$ cat src/rtl/vec_exec_seq.sv
// Multi-cycle execution sequencer: drives a shared 4-lane ALU in 64-bit beats and
// assembles a 256-bit vector result, a 16-bit VDOT scalar or an immediate result.
module vec_exec_seq (
    input  logic         clk,
    input  logic         rst_n,
    input  logic         start,
    input  logic [3:0]   functype,
    input  logic [255:0] op1,
    input  logic [255:0] op2,
    output logic         busy,
    output logic         alu_valid,
    output logic [1:0]   alu_mode,
    output logic [63:0]  alu_a,
    output logic [63:0]  alu_b,
    input  logic         alu_rvalid,
    input  logic [63:0]  alu_result,
    output logic         done,
    output logic [255:0] result,
    output logic         illegal
);
    localparam logic [3:0] FT_VADD = 4'b0000;
    localparam logic [3:0] FT_VDOT = 4'b0001;
    localparam logic [3:0] FT_SMUL = 4'b0010;
    localparam logic [3:0] FT_SST  = 4'b0011;
    localparam logic [3:0] FT_VLD  = 4'b0100;
    localparam logic [3:0] FT_VST  = 4'b0101;
    localparam logic [3:0] FT_SLL  = 4'b0110;
    localparam logic [3:0] FT_SLH  = 4'b0111;
    localparam logic [3:0] FT_NOP  = 4'b1111;
    localparam logic [1:0] MODE_ADD = 2'b00;
    localparam logic [1:0] MODE_MUL = 2'b01;

    typedef enum logic [1:0] {ST_IDLE, ST_ISSUE, ST_WAIT, ST_DONE} state_t;

    state_t         state_r, next_state_s;
    logic [3:0]     func_r;
    logic [255:0]   op1_r, op2_r;
    logic [15:0]    acc_r;
    logic [1:0]     beat_r;

    logic [3:0]     src_func_s;
    logic [255:0]   src_op1_s, src_op2_s;
    logic [1:0]     issue_beat_s;
    logic [63:0]    issue_a_s, issue_b_s;
    logic [1:0]     issue_mode_s;
    logic           last_beat_s;
    logic           capture_s;
    logic [15:0]    vdot_sum_s;

    function automatic logic is_alu_op(input logic [3:0] f);
        case (f)
            FT_VADD, FT_VDOT, FT_SMUL, FT_VLD, FT_VST: is_alu_op = 1'b1;
            default:                                   is_alu_op = 1'b0;
        endcase
    endfunction

    function automatic logic is_illegal(input logic [3:0] f);
        case (f)
            FT_VADD, FT_VDOT, FT_SMUL, FT_SST, FT_VLD, FT_VST,
            FT_SLL, FT_SLH, FT_NOP: is_illegal = 1'b0;
            default:                is_illegal = 1'b1;
        endcase
    endfunction

    // Result known at issue time for ops that never touch the ALU.
    function automatic logic [255:0] imm_result(input logic [3:0] f,
                                                input logic [255:0] a,
                                                input logic [255:0] b);
        case (f)
            FT_SLL:  imm_result = {240'd0, a[15:8], b[7:0]};
            FT_SLH:  imm_result = {240'd0, b[7:0], a[7:0]};
            default: imm_result = 256'd0;
        endcase
    endfunction

    // Next-state decode.
    always_comb begin
        next_state_s = state_r;
        case (state_r)
            ST_IDLE: begin
                if (start) begin
                    next_state_s = is_alu_op(functype) ? ST_ISSUE : ST_DONE;
                end else begin
                    next_state_s = ST_IDLE;
                end
            end
            ST_ISSUE: next_state_s = ST_WAIT;
            ST_WAIT: begin
                if (alu_rvalid) begin
                    next_state_s = last_beat_s ? ST_DONE : ST_ISSUE;
                end else begin
                    next_state_s = ST_WAIT;
                end
            end
            ST_DONE: next_state_s = ST_IDLE;
            default: next_state_s = ST_IDLE;
        endcase
    end

    // Beat operands are prepared one cycle ahead so the ALU request leaves a register;
    // in IDLE the live inputs are used because capture happens on the same edge.
    always_comb begin
        src_func_s   = (state_r == ST_IDLE) ? functype : func_r;
        src_op1_s    = (state_r == ST_IDLE) ? op1 : op1_r;
        src_op2_s    = (state_r == ST_IDLE) ? op2 : op2_r;
        issue_beat_s = (state_r == ST_WAIT) ? (beat_r + 2'd1) : 2'd0;
        issue_b_s    = src_op2_s[{issue_beat_s, 6'd0} +: 64];
        if (src_func_s == FT_SMUL) begin
            issue_a_s = {4{src_op1_s[15:0]}};
        end else begin
            issue_a_s = src_op1_s[{issue_beat_s, 6'd0} +: 64];
        end
        if (src_func_s == FT_VDOT || src_func_s == FT_SMUL) begin
            issue_mode_s = MODE_MUL;
        end else begin
            issue_mode_s = MODE_ADD;
        end
        last_beat_s = (func_r == FT_VLD) || (func_r == FT_VST) || (beat_r == 2'd3);
        capture_s   = (state_r == ST_WAIT) && alu_rvalid;
        vdot_sum_s  = acc_r + alu_result[15:0] + alu_result[31:16]
                            + alu_result[47:32] + alu_result[63:48];
    end

    // State, registered outputs, operand capture and per-beat result assembly.
    always_ff @(posedge clk or negedge rst_n) begin
        if (!rst_n) begin
            state_r   <= ST_IDLE;
            busy      <= 1'b0;
            done      <= 1'b0;
            alu_valid <= 1'b0;
            alu_mode  <= 2'd0;
            alu_a     <= 64'd0;
            alu_b     <= 64'd0;
            illegal   <= 1'b0;
            result    <= 256'd0;
            func_r    <= 4'd0;
            op1_r     <= 256'd0;
            op2_r     <= 256'd0;
            acc_r     <= 16'd0;
            beat_r    <= 2'd0;
        end else begin
            state_r   <= next_state_s;
            busy      <= (next_state_s != ST_IDLE);
            done      <= (next_state_s == ST_DONE);
            alu_valid <= (next_state_s == ST_ISSUE);
            if (next_state_s == ST_ISSUE) begin
                alu_mode <= issue_mode_s;
                alu_a    <= issue_a_s;
                alu_b    <= issue_b_s;
            end else begin
                alu_mode <= 2'd0;
                alu_a    <= 64'd0;
                alu_b    <= 64'd0;
            end
            if (state_r == ST_IDLE && start) begin
                func_r  <= functype;
                op1_r   <= op1;
                op2_r   <= op2;
                acc_r   <= 16'd0;
                beat_r  <= 2'd0;
                illegal <= is_illegal(functype);
                result  <= imm_result(functype, op1, op2);
            end else if (capture_s) begin
                beat_r <= beat_r + 2'd1;
                case (func_r)
                    FT_VADD, FT_SMUL: result[{beat_r, 6'd0} +: 64] <= alu_result;
                    FT_VDOT: begin
                        acc_r  <= vdot_sum_s;
                        result <= {240'd0, vdot_sum_s};
                    end
                    FT_VLD, FT_VST: result <= {240'd0, alu_result[15:0]};
                    default: result <= result;
                endcase
            end
        end
    end
endmodule

$ cat config.mk
export PLATFORM = sky130hd
export DESIGN_NAME = vec_exec_seq
export DESIGN_NICKNAME = d
export VERILOG_FILES = /design/src/rtl/vec_exec_seq.sv
export SDC_FILE = /design/constraint.sdc
export NUM_CORES = 2
export LEC_CHECK = 0
export CAP_MARGIN = 5
export CORE_AREA = 2 2 383 385
export CTS_BUF_LIST = sky130_fd_sc_hd__clkbuf_4
export CTS_CLUSTER_DIAMETER = 40
export DETAILED_ROUTE_END_ITERATION = 16
export DIE_AREA = 0 0 385 387
export PLACE_DENSITY = 0.64
export SYNTH_ARGS = -nofsm -noshare
export SYNTH_HDL_FRONTEND = slang
export SYNTH_SLANG_ARGS = --single-unit
$ cat constraint.sdc
create_clock -name clk -period 3.8 [get_ports clk]
set_input_delay 0.38 -clock clk [delete_from_list [all_inputs] [get_ports clk]]
set_output_delay 0.38 -clock clk [all_outputs]
set_load 0.03 [all_outputs]
**Yosys cells after proc, flatten, opt, wreduce, memory -nomap -nowiden**

Memories as Yosys holds them, arrays and structs flattened. A register that Yosys moved wholly into a read port is not among the register bits.
Cells that the tools add are included.

- Register bits: 925
- Bits in latches: 0
- RAM bits: 0
- ROM bits: 16
- Logic and storage cells: 87
- Memories kept: 1

- Add/subtract/negate cells: 6
- Multipliers: 0
- Divide/modulo/power cells: 0
- Magnitude comparators: 0
- Equal/unequal tests: 18
- Shift operators: 4
- Multiplexer cells: 27
- Bitwise operators: 0
- Reduce and logical (&&, ||, !) cells: 18

Memory list:

| name | words | bits a word | rd ports | clocked after memory_dff | wr ports | line | RTL |
|---|---|---|---|---|---|---|---|
| (name not given) | 16 | 1 | 1 | 1 | 0 | 58 | `case (f)` |

Operator list:

| kind | count |
|---|---|
| $mux 256 | 4 |
| $pmux 256 s3 | 1 |
| $shiftx 256x9->64 | 2 |
| $bwmux 256 | 1 |
| $shift 64x10->256 const A | 1 |
| $shiftx 64x10->256 | 1 |
| $mux 64 | 3 |
| $add 16x16->16 | 4 |
| $mux 16 | 3 |
| $pmux 16 s2 | 1 |
| $eq 4x3->1 const B | 6 |
| $mux 2 | 8 |
| $eq 4x1->1 const B | 3 |
| $eq 4x2->1 const B | 3 |
| $neg 8->10 | 1 |
| $eq 2x2->1 const B | 4 |
| $logic_not 4->1 | 2 |
| $pmux 2 s4 | 1 |
| $reduce_bool 2->1 | 3 |
| $reduce_or 5->1 | 1 |
| $eq 2x1->1 const B | 2 |
| $mux 1 | 4 |
| $mux 4 | 1 |
| $reduce_and 2->1 | 2 |
| 7 further kinds | 11 |

**Depth between registers and ports, before layout**

- Depth in word-level cells: 10
- Gate-level depth with buffers: 14

**Worst setup path before layout**

Ideal clock, no wire load.

- Path type: input -> register
- From: input alu_result[1]
- To: register acc_r[15]
- Setup time: 0.131 ns
- Arrival time: 3.486 ns
- Data required time: 3.669 ns
- Path slack: 0.183 ns
- Stages: 14
- Path buffers: 0
- Cell sequence: inv_1 > fa_1 > fa_1 > fa_1 > inv_1 > ha_1 > inv_1 > fa_1 > nor2b_1 > o2111ai_1 > a21boi_0 > o21ai_0 > mux2i_1 > o21ai_0

- Word-level cells in the longest chain between the ends: 7

Ends and longest elaborated chain:

| what | line | RTL |
|---|---|---|
| start, declared | 16 | `input logic [63:0] alu_result,` |
| $add 16x16->16 (2 in series) | 120 | `vdot_sum_s = acc_r + alu_result[15:0] + alu_result[31:16]` |
| $add 16x16->16 (2 in series) | 121 | `+ alu_result[47:32] + alu_result[63:48];` |
| $mux 16 | 165 | `case (func_r)` |
| $mux 16 | 163 | `end else if (capture_s) begin` |
| $mux 16 | 155 | `if (state_r == ST_IDLE && start) begin` |
| end signal, assigned | 168 | `acc_r <= vdot_sum_s;` |
| end, declared | 38 | `logic [15:0] acc_r;` |

No other way between the ends. The select of a mux whose other input is x is not followed.
A chain may end at the register's enable or synchronous reset.

**Final worst setup path**

- From: input alu_result[24]
- To: register result[12]

- Word-level cells in the longest chain between the ends: 6
- Elaborated cells on any way between the ends: 8

Ends and longest elaborated chain:

| what | line | RTL |
|---|---|---|
| $add 16x16->16 | 120 |  |
| $add 16x16->16 (2 in series) | 121 |  |
| $pmux 256 s3 * | 165 |  |
| $mux 256 * | 163 |  |
| $mux 256 * | 155 |  |
| end signal, assigned | 162 | `result <= imm_result(functype, op1, op2);` |
| end signal, assigned by index | 166 | `FT_VADD, FT_SMUL: result[{beat_r, 6'd0} +: 64] <= alu_result;` |
| end signal, assigned | 169 | `result <= {240'd0, vdot_sum_s};` |
| end, declared | 18 | `output logic [255:0] result,` |

Every way passes the cells marked *; elsewhere a longest branch is shown, timed or not. The select of a mux whose other input is x is not followed.

==> summary.txt <==
Synth
  • Synth area leader: dfrtp_1
  • Seq/Total Area, Yosys: 0.541
  • Area contributors post-synth: dfrtp_1 54%, nand2_1 22%, o211ai_1 4.5%
  • Cell variety after synth: 71
  • Synthesized area: 42,800 um2
  • Yosys warning count: 0
  • Flops & latches, synth: slightly above 900
  • Post-Synthesis Mean Instance Area: 8.35 um2
  • Post-Syn Nets: 5,777
  • Post-synth EDFFs: 0
  • Mapped Cells: 5,129
  • Share of the synthesized area in the top cell type: 0.541
  • Synth Flop Type: dfrtp_1
  • FFs w/ async S/R, synth: 1.00

Routing
  • DR DRC count: 0
  • Routed WL per cell: 22.4 um
  • Final ANT Viol Nets: 0
  • Post-Route WL: 201,000 um
  • Routed vias/inst: 4.95
  • Router iterations before antenna repair: 6
  • Via count: 44,270
  • Initial drt markers: 3,694

Timing
  • Minimum clock period: 3.81 ns
  • Final Max Slew Viols: 0
  • Worst-Margin Slew: 1.11 ns
  • Skew final: 0.101 ns
  • Max_slew headroom: 0.253
  • Unrepaired setup endpoints after global routing: no
  • Final setup violation count: 1
  • Post-route setup slack: -0.00732 ns
  • Hold Vio Cnt, Final: 0
  • Fmax: 263 MHz
  • Crit share post-route: 1.00

Clocking
  • Cts bufs inserted: 286
  • Root Buffer Master: clkbuf_4
  • Setup repair bufs after CTS: 0
  • H-tree levels: 5
  • Max clock buf depth: 4
  • Clk pin slew, worst setup/hold paths: 0.05 ns
  • Num Clock Sinks: 925
  • Worst-Skew Late Latency: about 1.3 ns
  • CTS tree: built

Finish
  • Commonest non-fill, non-tap cell in the layout: nand2_1
  • Area Growth Syn to Fin: 51.6%
  • Fillers: between 10,000 and 15,000
  • Post-layout util: 0.448
  • Most frequent cells in the layout: 2,500 x nand2_1, 966 x clkdlybuf4s50_1, 925 x dfrtp_1, 588 x dlygate4sd3_1, 400 x clkbuf_4
  • Share of cells above drive strength 1: 0.0953
  • Final nets: 7,474

Place
  • PortBufs: ~1,000
  • Final HPWL from detailed placement: between 100,000 and 150,000 um
  • GPL Wtd Cong: slightly above 0.9

Worst setup path
  • Crit path max fanout: 4
  • RR Startpoint: state_r[1]
  • Critical path type: in -> reg
  • CP arrival: a little under 5 ns
  • CP Capture Type: register
  • Crit path launch: alu_result[24]
  • R2R Setup Slk: between 0.6 and 0.7 ns
  • Worst Reg-to-Reg Cells: 7
  • Reg-to-reg endpoint: alu_a[10]
  • Req. time, crit path: 4.94 ns
  • Startpoint types: primary input
  • Worst Setup EP: result[12]

Run status
  • Outcome: complete, but fails checks
  • Failing checks: setup timing

Global routing
  • Vias in the first global route: 44,801
  • Initial antenna violation count: 38
  • First-pass GRT wire length: roughly 290,000 um
  • Overflow after GRT: 0
  • Largest net degree at the start of global routing: 170
  • All-Layer GR Usage: 0.265

Min path
  • Min-delay src: alu_result[1]
  • HP Class: in -> reg

Power
  • Total power: 48.3 mW
  • Pwr per Cell Area: between 700 and 800 nW/um2
  • Max VDD drop: 0.000843 V
  • Leakage: roughly 31 nW

Floorplanning
  • Die Span Y: roughly 390 um
  • Initial core utilization: 0.296
  • IO Count: 974
  • Rows: 140
  • Core Area: between 100,000 and 150,000 um2
  • Die Width: 385 um
  • Die area: roughly 150,000 um2

Job
  • Max_cap viols: 0
==> registers in the layout (all words and copies together) (netlist names) <==
register	flops
alu_a	64
state_r	2
busy	1
beat_r	2
acc_r	16
op2_r	256
done	1
alu_valid	1
result	256
alu_b	64
op1_r	256
alu_mode	1
func_r	4
illegal	1
==> cell families (layout without fill, tap and decap cells) <==
kind of cell	count (synthesis)	count (layout)	synth area share
buffers and inverters	502	2363	0.0509
adder cells (fa/ha/maj)	64	64	0.0264
flip-flops	925	925	0.541
AO/OA/AOI/OAI	714	714	0.106
AND/OR/NAND/NOR	2872	2872	0.265
other	1	44	0.0000876
XOR/XNOR	18	18	0.00368
multiplexers	33	33	0.00772
==> synth_stat cells (2+ instances only) <==
library cell and n:
a21boi_0 2, a31oi_1 66, buf_4 10, xor2_1 7, buf_1 20, xnor2_1 11
o31ai_1 9, o21a_1 4, nand2_1 2504, a21oi_1 148, a211oi_1 2, nor3_1 2
and2_1 4, or3_1 6, nor2b_1 3, inv_1 143, buf_2 121, or2_1 2
clkbuf_1 193, buf_6 14, a22oi_1 2, nand2b_1 5, a22o_1 3, a21o_1 24
nor2_2 2, and3_1 2, ha_1 20, fa_1 44, a221oi_1 6, or3b_1 2
dfrtp_1 925, nand3b_1 2, mux2i_1 33, nor2_1 21, a2111oi_0 3, o21ai_0 117
o211ai_1 258, o21bai_1 4, o221ai_1 2, o21ai_1 50, nand3_1 303
==> power by group <==
group | switching [mW] | internal, mW | total, mW
clock | 4.49 | 5.06 | 9.56
combinational | 15.4 | 7.95 | 23.3
sequential | 2.03 | 13.4 | 15.4
==> what timing repair did <==
| action | in CTS | in global routing |
|---|---|---|
| resized for setup | 0 | 11 |
| endpoints found under the hold margin | 1814 | 4 |
| hold buffers | 586 | 3 |
| setup endpoints to repair | 0 | 9 |
==> worst max-delay path, stage by stage <==
cell             delay (ns)
dlygate4sd3_1          0.53
clkdlybuf4s50_1        0.61
inv_1                  0.10
fa_1                   0.54
inv_1                  0.06
fa_1                   0.50
inv_1                  0.06
fa_1                   0.49
inv_1                  0.05
ha_1                   0.32
buf_4                  0.16
a21oi_1                0.18
o21ai_0                0.18
a221oi_1               0.39
xor2_1                 0.29
o2bb2ai_1              0.09
==> per-stage QoR <==
stage	cells	setup TNS, ns	hold slack [ns]	setup WS (ns)	area, um2
after detailed placement	7870	-12.75	0.455	-0.865	55600
after floorplan	5129	0	0.0844	0.183	42800
after global placement	7870	-12.44	0.450	-0.829	55600
final	8950	-0.00732	0.0998	-0.00732	64900
after global routing	8932	0	0.00236	0.0228	64900
after CTS	8908	0	0.00429	0.0488	64800
==> routing by layer <==
layer,up-vias,routed length (um),GRT usage
li1,20192,-,-
met4,6,12200,0.155
met1,21413,76900,0.309
met5,-,41,0
met2,2124,96500,0.436
met3,535,15100,0.0694
==> cell type report <==
type	count	area, um2	area share
antenna	43	108	0.00166
clock inverter	52	317	0.00488
multi-input combinational	3702	17600	0.272
sequential	925	23100	0.357
tap	1917	2400	0.0370
inverter	144	541	0.00833
clock buffer	400	3000	0.0463
timing repair buffer	1767	17800	0.274
==> worst min path at each step <==
stage,end,depth (start not counted)
2_1_floorplan,acc_r[0],0
3_3_place_gp,result[87],2
3_5_place_dp,result[31],2
4_1_cts,op1_r[113],4
5_1_grt,result[129],4
6_report,result[129],4
Power figures use the tool's default switching activity.
